File: src/rtl/mux_cfg_sequencer.sv
// Break-before-make configuration sequencer for a bank of one-hot TGATE muxes.
// Writes land in a shadow file; a commit blanks changed muxes, then swaps in the new selects.
module mux_cfg_sequencer #(
  parameter int NUM_MUX      = 4,
  parameter int MUX_SIZE     = 8,
  parameter int SEL_W        = 3,
  parameter int ADDR_W       = 2,
  parameter int BREAK_CYCLES = 2
) (
  input  logic                        prog_clk,
  input  logic                        pReset,
  input  logic                        wr_valid,
  output logic                        wr_ready,
  input  logic [ADDR_W-1:0]           wr_addr,
  input  logic [SEL_W-1:0]            wr_sel,
  input  logic                        commit_valid,
  output logic                        commit_ready,
  output logic                        busy,
  output logic                        done,
  output logic                        err,
  input  logic                        err_clr,
  output logic [NUM_MUX*MUX_SIZE-1:0] mem,
  output logic [NUM_MUX*MUX_SIZE-1:0] mem_inv
);

  localparam int MEM_W = NUM_MUX * MUX_SIZE;
  localparam logic [ADDR_W:0] NUM_MUX_LIM  = (ADDR_W+1)'(NUM_MUX);
  localparam logic [SEL_W:0]  MUX_SIZE_LIM = (SEL_W+1)'(MUX_SIZE);
  localparam logic [3:0]      CNT_INIT     = 4'(BREAK_CYCLES - 1);

  typedef enum logic [1:0] {S_IDLE, S_BREAK, S_MAKE} state_e;

  state_e                 state_q, state_d;
  logic [3:0]             cnt_q, cnt_d;
  logic [NUM_MUX-1:0]     mask_q, mask_d;
  logic [SEL_W-1:0]       shadow_sel_q [NUM_MUX];
  logic [SEL_W-1:0]       shadow_sel_d [NUM_MUX];
  logic [NUM_MUX-1:0]     shadow_en_q, shadow_en_d;
  logic [SEL_W-1:0]       active_sel_q [NUM_MUX];
  logic [SEL_W-1:0]       active_sel_d [NUM_MUX];
  logic [NUM_MUX-1:0]     active_en_q, active_en_d;
  logic                   err_q, err_d;
  logic [MEM_W-1:0]       mem_q, mem_d;
  logic [MEM_W-1:0]       mem_inv_q;
  logic                   rdy_q, busy_q, done_q;

  logic wr_fire, commit_fire, wr_legal;

  assign wr_fire     = wr_valid && (state_q == S_IDLE);
  assign commit_fire = commit_valid && (state_q == S_IDLE);
  assign wr_legal    = ({1'b0, wr_addr} < NUM_MUX_LIM) && ({1'b0, wr_sel} < MUX_SIZE_LIM);

  // NOTE: every signal assigned here gets a default first, so no path leaves it unassigned (no latch).
  always_comb begin
    state_d      = state_q;
    cnt_d        = cnt_q;
    mask_d       = mask_q;
    shadow_sel_d = shadow_sel_q;
    shadow_en_d  = shadow_en_q;
    active_sel_d = active_sel_q;
    active_en_d  = active_en_q;
    err_d        = err_q;
    mem_d        = '0;

    // Set wins over clear when both happen on the same edge.
    if (err_clr) err_d = 1'b0;
    if (wr_fire && !wr_legal) err_d = 1'b1;

    for (int i = 0; i < NUM_MUX; i++) begin
      if (wr_fire && wr_legal && (wr_addr == ADDR_W'(i))) begin
        shadow_sel_d[i] = wr_sel;
        shadow_en_d[i]  = 1'b1;
      end
    end

    case (state_q)
      S_IDLE: begin
        if (commit_fire) begin
          for (int i = 0; i < NUM_MUX; i++) begin
            mask_d[i] = {shadow_en_d[i], shadow_sel_d[i]} != {active_en_q[i], active_sel_q[i]};
          end
          cnt_d   = CNT_INIT;
          state_d = S_BREAK;
        end
      end
      S_BREAK: begin
        if (cnt_q == 4'd0) begin
          active_sel_d = shadow_sel_q;
          active_en_d  = shadow_en_q;
          state_d      = S_MAKE;
        end else begin
          cnt_d = cnt_q - 4'd1;
        end
      end
      S_MAKE:  state_d = S_IDLE;
      default: state_d = S_IDLE;
    endcase

    // Output image for the coming cycle; changed muxes stay dark for the whole break window.
    for (int i = 0; i < NUM_MUX; i++) begin
      if (active_en_d[i] && !((state_d == S_BREAK) && mask_d[i])) begin
        mem_d[i*MUX_SIZE +: MUX_SIZE] = MUX_SIZE'(1) << active_sel_d[i];
      end
    end
  end

  // NOTE: state registers use non-blocking assignments only, so every flop samples pre-edge values.
  always_ff @(posedge prog_clk) begin
    if (pReset) begin
      state_q   <= S_IDLE;
      cnt_q     <= '0;
      mask_q    <= '0;
      // NOTE: the shadow/active files are reset explicitly; selects must be lost on reset.
      for (int i = 0; i < NUM_MUX; i++) begin
        shadow_sel_q[i] <= '0;
        active_sel_q[i] <= '0;
      end
      shadow_en_q <= '0;
      active_en_q <= '0;
      err_q     <= 1'b0;
      mem_q     <= '0;
      mem_inv_q <= '1;
      rdy_q     <= 1'b1;
      busy_q    <= 1'b0;
      done_q    <= 1'b0;
    end else begin
      state_q      <= state_d;
      cnt_q        <= cnt_d;
      mask_q       <= mask_d;
      shadow_sel_q <= shadow_sel_d;
      shadow_en_q  <= shadow_en_d;
      active_sel_q <= active_sel_d;
      active_en_q  <= active_en_d;
      err_q        <= err_d;
      mem_q        <= mem_d;
      mem_inv_q    <= ~mem_d;
      rdy_q        <= (state_d == S_IDLE);
      busy_q       <= (state_d != S_IDLE);
      done_q       <= (state_d == S_MAKE);
    end
  end

  assign wr_ready     = rdy_q;
  assign commit_ready = rdy_q;
  assign busy         = busy_q;
  assign done         = done_q;
  assign err          = err_q;
  assign mem          = mem_q;
  assign mem_inv      = mem_inv_q;

endmodule
File: config.mk
export PLATFORM = sky130hd
export DESIGN_NAME = mux_cfg_sequencer
export DESIGN_NICKNAME = d
export VERILOG_FILES = /design/src/rtl/mux_cfg_sequencer.sv
export SDC_FILE = /design/constraint.sdc
export NUM_CORES = 1
export LEC_CHECK = 0
export BUFFER_PORTS_ARGS = -buffer_cell sky130_fd_sc_hd__buf_2
export CORE_UTILIZATION = 42
export DETAILED_ROUTE_END_ITERATION = 6
export HOLD_SLACK_MARGIN = 0.06
export PLACE_DENSITY = 0.68
export SYNTH_ARGS = -nofsm -noshare
export SYNTH_HDL_FRONTEND = slang
export SYNTH_SLANG_ARGS = --single-unit
File: constraint.sdc
create_clock -name prog_clk -period 6 [get_ports prog_clk]
set_input_delay 0.9 -clock prog_clk [delete_from_list [all_inputs] [get_ports prog_clk]]
set_output_delay 0.9 -clock prog_clk [all_outputs]
set_load 0.02 [all_outputs]
* Word level (Yosys, flattened, before mapping)
Cells that the tools add are included.
** Cells by class
- Add/subtract/negate cells :: 1
- Eq/ne operators :: 12
- Shift operators :: 4
- Mux-type cells :: 24
- Bitwise logic cells :: 1
- Reductions and logical operators :: 25
** Operators by type and width (number)
- $mux 8 :: 4
- $not 32->32 :: 1
- $shl 1x3->8 const A :: 4
- $mux 12 :: 2
- $mux 4 :: 6
- $ne 4x4->1 :: 4
- $logic_and 1x1->1 :: 14
- $mux 3 :: 4
- $pmux 4 s2 :: 1
- $eq 2x1->1 const B :: 3
- $eq 2x2->1 const B :: 3
- $logic_not 2->1 :: 3
- $logic_not 1->1 :: 4
- $logic_not 4->1 :: 1
- $mux 1 :: 4
- $mux 2 :: 2
- $ne 2x2->1 const B :: 2
- $pmux 2 s2 :: 1
- $reduce_bool 2->1 :: 2
- $sub 4x1->4 const B :: 1
- $reduce_and 3->1 :: 1
** Storage, ports and cells
- Register bits :: 109
- Input bits :: 10
- Output and inout port bits :: 69
- Logic and storage cells :: 85

* Longest topological paths before layout
- Depth after elaboration :: 12
- Mapped depth :: 9
- Depth with buffers taken out :: 7

* Worst setup path after synthesis
OpenSTA, ideal clock, no wires.
- Path kind :: input port to flip-flop
- From :: input wr_sel[0]
- To :: register mem_q[20], in the netlist mem[20]
- Setup time :: 0.061 ns
- Arrival time :: 2.476 ns
- Required time :: 5.939 ns
- Path slack :: 3.464 ns
- Stages :: 6
- Path buffers :: 1
- Path through :: clkbuf_1 > xor2_1 > a211o_1 > a211o_1 > o41ai_2 > and2_1
** On the way
- Cells in the longest elaborated chain, start to end :: 8
** RTL lines
- start, declared :: line 15 : input logic [SEL_W-1:0] wr_sel,
- $mux 3 :: line 70 : if (wr_fire && wr_legal && (wr_addr == ADDR_W'(i))) begin
- $ne 4x4->1 :: line 80 : mask_d[i] = {shadow_en_d[i], shadow_sel_d[i]} != {active_en_q[i], active_sel_q[i]};
- $mux 4 :: line 78 : if (commit_fire) begin
- $mux 4 :: line 76 : case (state_q)
- $logic_and 1x1->1 :: line 101 : if (active_en_d[i] && !((state_d == S_BREAK) && mask_d[i])) begin
- $logic_not 1->1 :: line 101
- $logic_and 1x1->1 :: line 101
- $mux 8 :: line 101
- end signal, assigned :: line 135 : mem_q <= mem_d;
- end, declared :: line 43 : logic [MEM_W-1:0] mem_q, mem_d;
Every way passes these cells.
A chain may end at the register's enable or synchronous reset.

* Final worst setup path
- From :: input wr_valid
- To :: register mask_q[0]
** On the way
- Cells in the longest elaborated chain, start to end :: 6
- Elaborated cells between the ends (all ways) :: 7
- Classes of those cells :: eq/ne: 1; mux: 4; reduce/logical: 2
** RTL lines
- start, declared :: line 12 : input logic wr_valid,
- $logic_and 1x1->1 * :: line 49 : assign wr_fire = wr_valid && (state_q == S_IDLE);
- $logic_and 1x1->1 * :: line 70
- $mux 3 or $mux 1 (tied branches) :: line 70
- $ne 4x4->1 * :: line 80
- $mux 4 * :: line 78
- $mux 4 * :: line 76
- end signal, assigned :: line 129 : mask_q <= mask_d;
- end, declared :: line 35 : logic [NUM_MUX-1:0] mask_q, mask_d;
Every way passes the cells marked *; elsewhere a longest branch is shown, timed or not.

==> impl_metrics.csv <==
group,metric,value,unit
global_routing,antenna_found_initial,0,
cells_and_area,area_delta_synth_final,14.03,%
sta,post-route-min-period,2.834,ns
placed_design,dp_hpwl,7955,um
floorplan,core,10890,um^2
clocking,postCtsHoldBufs,0,
clocking,clock-root-buffer,"clkbuf_8",
synthesis,synth.distinct_cells,67,
sta,rsz0062_at_grt,"no",
synthesis,synth-main-ff-cell,"dfxtp_1",
clocking,cts_setup_buffers,0,
sta,clock_skew,0.01193,ns
synthesis,synth_seq_area_share,46.26,%
setup_path,cpLargestDelayFamily,"compound AO/OA/AOI/OAI gates",
sta,slew_viol_final,0,
sta,hold_viol_final,0,
setup_path,worstPathArrival,3.06,ns
power_and_ir_drop,power.density,250.5,nW/um^2
clocking,cts_tree,"yes",
detailed_routing,firstDrtPassIters,5,
setup_path,crit_fanout,17,
cells_and_area,nNetsFinal,617,
global_routing,grt_usage,20.38,%
power_and_ir_drop,p_leak,2.004,nW
sta,relSlewSlack,33.67,%
sta,setup_tns,0,ns
placed_design,place.gp.congestion,0.8934,
detailed_routing,post-route-drc-count,0,
placed_design,io_buffers,76,
detailed_routing,wl,11590,um
cells_and_area,drive_gt1_share,19.15,%
setup_path,path_buf_inv,1,
clocking,clockBufferDepth,2,
clocking,cts_resized,0,
floorplan,fp-row-count,38,
setup_path,crit_type,"input pin to flop",
setup_path,start_kind,"input pin",
synthesis,ys_async_sr_fraction,0,%
setup_path,critical-path-max-stage-delay,0.82,ns
clocking,clock_sinks,109,
run_status,outcome,"finished clean",
setup_path,worstSetupEndpointType,"flop",
cells_and_area,diodes,0,
floorplan,start_util,43.32,%
synthesis,syn_inst,545,
floorplan,dieArea,11660,um^2
clocking,clk_pin_slew_worst_paths,0.10,ns
global_routing,grt-ovfl-total,0,
sta,tightest_slew,0.9931,ns
sta,finalSetupViolations,0,
job,cap_violations,0,
setup_path,path_cells,"buf_2 > nor3b_2 > nand2_1 > o221a_2 > a211oi_2 > a211oi_1",
cells_and_area,post-route-util,49.40,%
power_and_ir_drop,ir_drop,120.7,uV
clocking,numCtsBuffers,9,
synthesis,syn_nets,556,
detailed_routing,ant_nets,0,
sta,fin_crit_sh,47.24,%
global_routing,grt_pass1_wl,18630,um
floorplan,die_x,108.0,um
worst_hold_path,min_path_type,"flop to flop",
global_routing,first_global_vias,3902,
setup_path,cp.required,6.23,ns
detailed_routing,vias_per_cell,5.683,
detailed_routing,vias,4268,
detailed_routing,post_drt_wl_per_cell,15.43,um
synthesis,synth_edf_count,0,
floorplan,pin_count,79,
clocking,htree_levels,3,
clocking,insertion_delay,0.38,ns
detailed_routing,drt_iter0_markers,237,
synthesis,synth_seq_cells,109,
floorplan,die-height,108.0,um
setup_path,crit_slowest_cell,"a211oi_2",
synthesis,syn_avg_cell_area,8.655,um^2
sta,max_clock_freq,352.8,MHz
global_routing,grt_max_degree,47,
synthesis,ys_warn_count,0,
synthesis,synth_area,4717,um^2
[synth_stat cells, types with 4 or more instances]
| cell type | n | area [um^2] |
|---|---|---|
| and2_1 | 8 | 50.05 |
| a211oi_1 | 19 | 142.6 |
| nand3b_1 | 7 | 52.55 |
| buf_2 | 4 | 20.02 |
| o211ai_1 | 6 | 45.04 |
| nor2b_1 | 8 | 50.05 |
| or2_2 | 6 | 37.54 |
| inv_1 | 15 | 56.30 |
| nand2b_1 | 15 | 93.84 |
| a31oi_1 | 5 | 31.28 |
| nor2_1 | 32 | 120.1 |
| nand4_1 | 4 | 25.02 |
| nor4_1 | 5 | 31.28 |
| a32oi_1 | 5 | 43.79 |
| nand3_1 | 11 | 55.05 |
| a21oi_1 | 53 | 265.3 |
| buf_1 | 8 | 30.03 |
| nor3_1 | 19 | 95.09 |
| dfxtp_1 | 109 | 2182 |
| o21ai_0 | 21 | 105.1 |
| a221oi_1 | 4 | 35.03 |
| xnor2_1 | 6 | 52.55 |
| a21o_1 | 15 | 112.6 |
| nor3b_1 | 7 | 52.55 |
| clkbuf_1 | 19 | 71.32 |
| a22oi_1 | 4 | 30.03 |
| nand2_1 | 67 | 251.5 |
[power breakdown]
part | internal (mW) | switching [mW]
Clock | 0.160 | 0.265
Combinational | 0.0469 | 0.125
Sequential | 0.737 | 0.0132
Total | 0.944 | 0.403
[state kept, by name, summed over array words and instances, names as in the netlist, 2 cells and up]
signal	count
cnt_q	4
active_en_q	4
shadow_sel_q	12
mem	32
state_q	2
mask_q	4
shadow_en_q	4
active_sel_q	12
mem_inv	32
[cell families after synthesis]
| group | share of synthesized area [%] |
|---|---|
| AO/OA/AOI/OAI | 25.23 |
| XOR/XNOR | 1.485 |
| adder cells (fa/ha/maj) | 0.2652 |
| buffers and inverters | 4.085 |
| flip-flops | 46.26 |
| multiplexers | 0.6631 |
| other | 0.07950 |
| AND/OR/NAND/NOR | 21.94 |
[worst reg2reg max path, delay by kind of cell (launching register included)]
family	cells	cell delay (ns)
and+or+nand+nor	3	1.32
AOI/OAI and AO/OA	2	0.41
adders and majority gates	1	0.23
DFF	1	0.35
buffers and inverters	2	0.34
[path summary, 6_finish.rpt]
check	start	end	slack, ns	cells past startpoint
setup reg to reg	cnt_q[0]	mem_inv[31]	3.24	8
hold reg to reg	shadow_en_q[0]	active_en_q[0]	0.48	2
setup / recovery	wr_valid	mask_q[0]	3.17	6
hold / removal	shadow_en_q[0]	active_en_q[0]	0.48	2
[metal layers]
layer | GRT usage (%) | vias up | wire length, um
met5 | 0 | - | 0
met4 | 9.785 | 0 | 276
met3 | 4.400 | 22 | 754
met2 | 31.89 | 176 | 5237
met1 | 26.61 | 1979 | 5317
li1 | - | 2091 | -
[cells in the final DEF, fill, tap and decap left out, drive strengths merged, types with 5 or more instances in the layout]
master / instances
a211oi: 21
a21o: 15
a21oi: 53
a31oi: 5
a32oi: 5
and2: 8
buf: 83
clkbuf: 9
dfxtp: 109
inv: 18
nand2: 67
nand2b: 15
nand3: 11
nand3b: 7
nor2: 33
nor2b: 8
nor3: 20
nor3b: 8
nor4: 5
o211ai: 6
o21ai: 23
or2: 6
xnor2: 6
[cell type report]
class | instances | area, um^2
clock buffer | 9 | 123.9
clock inverter | 7 | 66.31
fill | 1032 | 5509
inverter | 15 | 56.30
multi-input combinational | 388 | 2342
sequential | 109 | 2182
tap | 140 | 175.2
timing repair buffer | 83 | 432.9
[metrics by stage]
stage / worst slack, ns / power, mW / area, um^2 / hold slack [ns] / std cells
2_1_floorplan: 3.464 / 0.8853 / 4717 / 0.4449 / 545
3_3_place_gp: 2.873 / 0.9305 / 5189 / 0.4561 / 735
3_5_place_dp: 2.800 / 0.9349 / 5189 / 0.4636 / 735
4_1_cts: 3.207 / 1.356 / 5379 / 0.4779 / 751
5_1_grt: 3.003 / 1.410 / 5379 / 0.4991 / 751
6_report: 3.166 / 1.347 / 5379 / 0.4751 / 751
No activity file was read; power rests on OpenSTA's default activity.
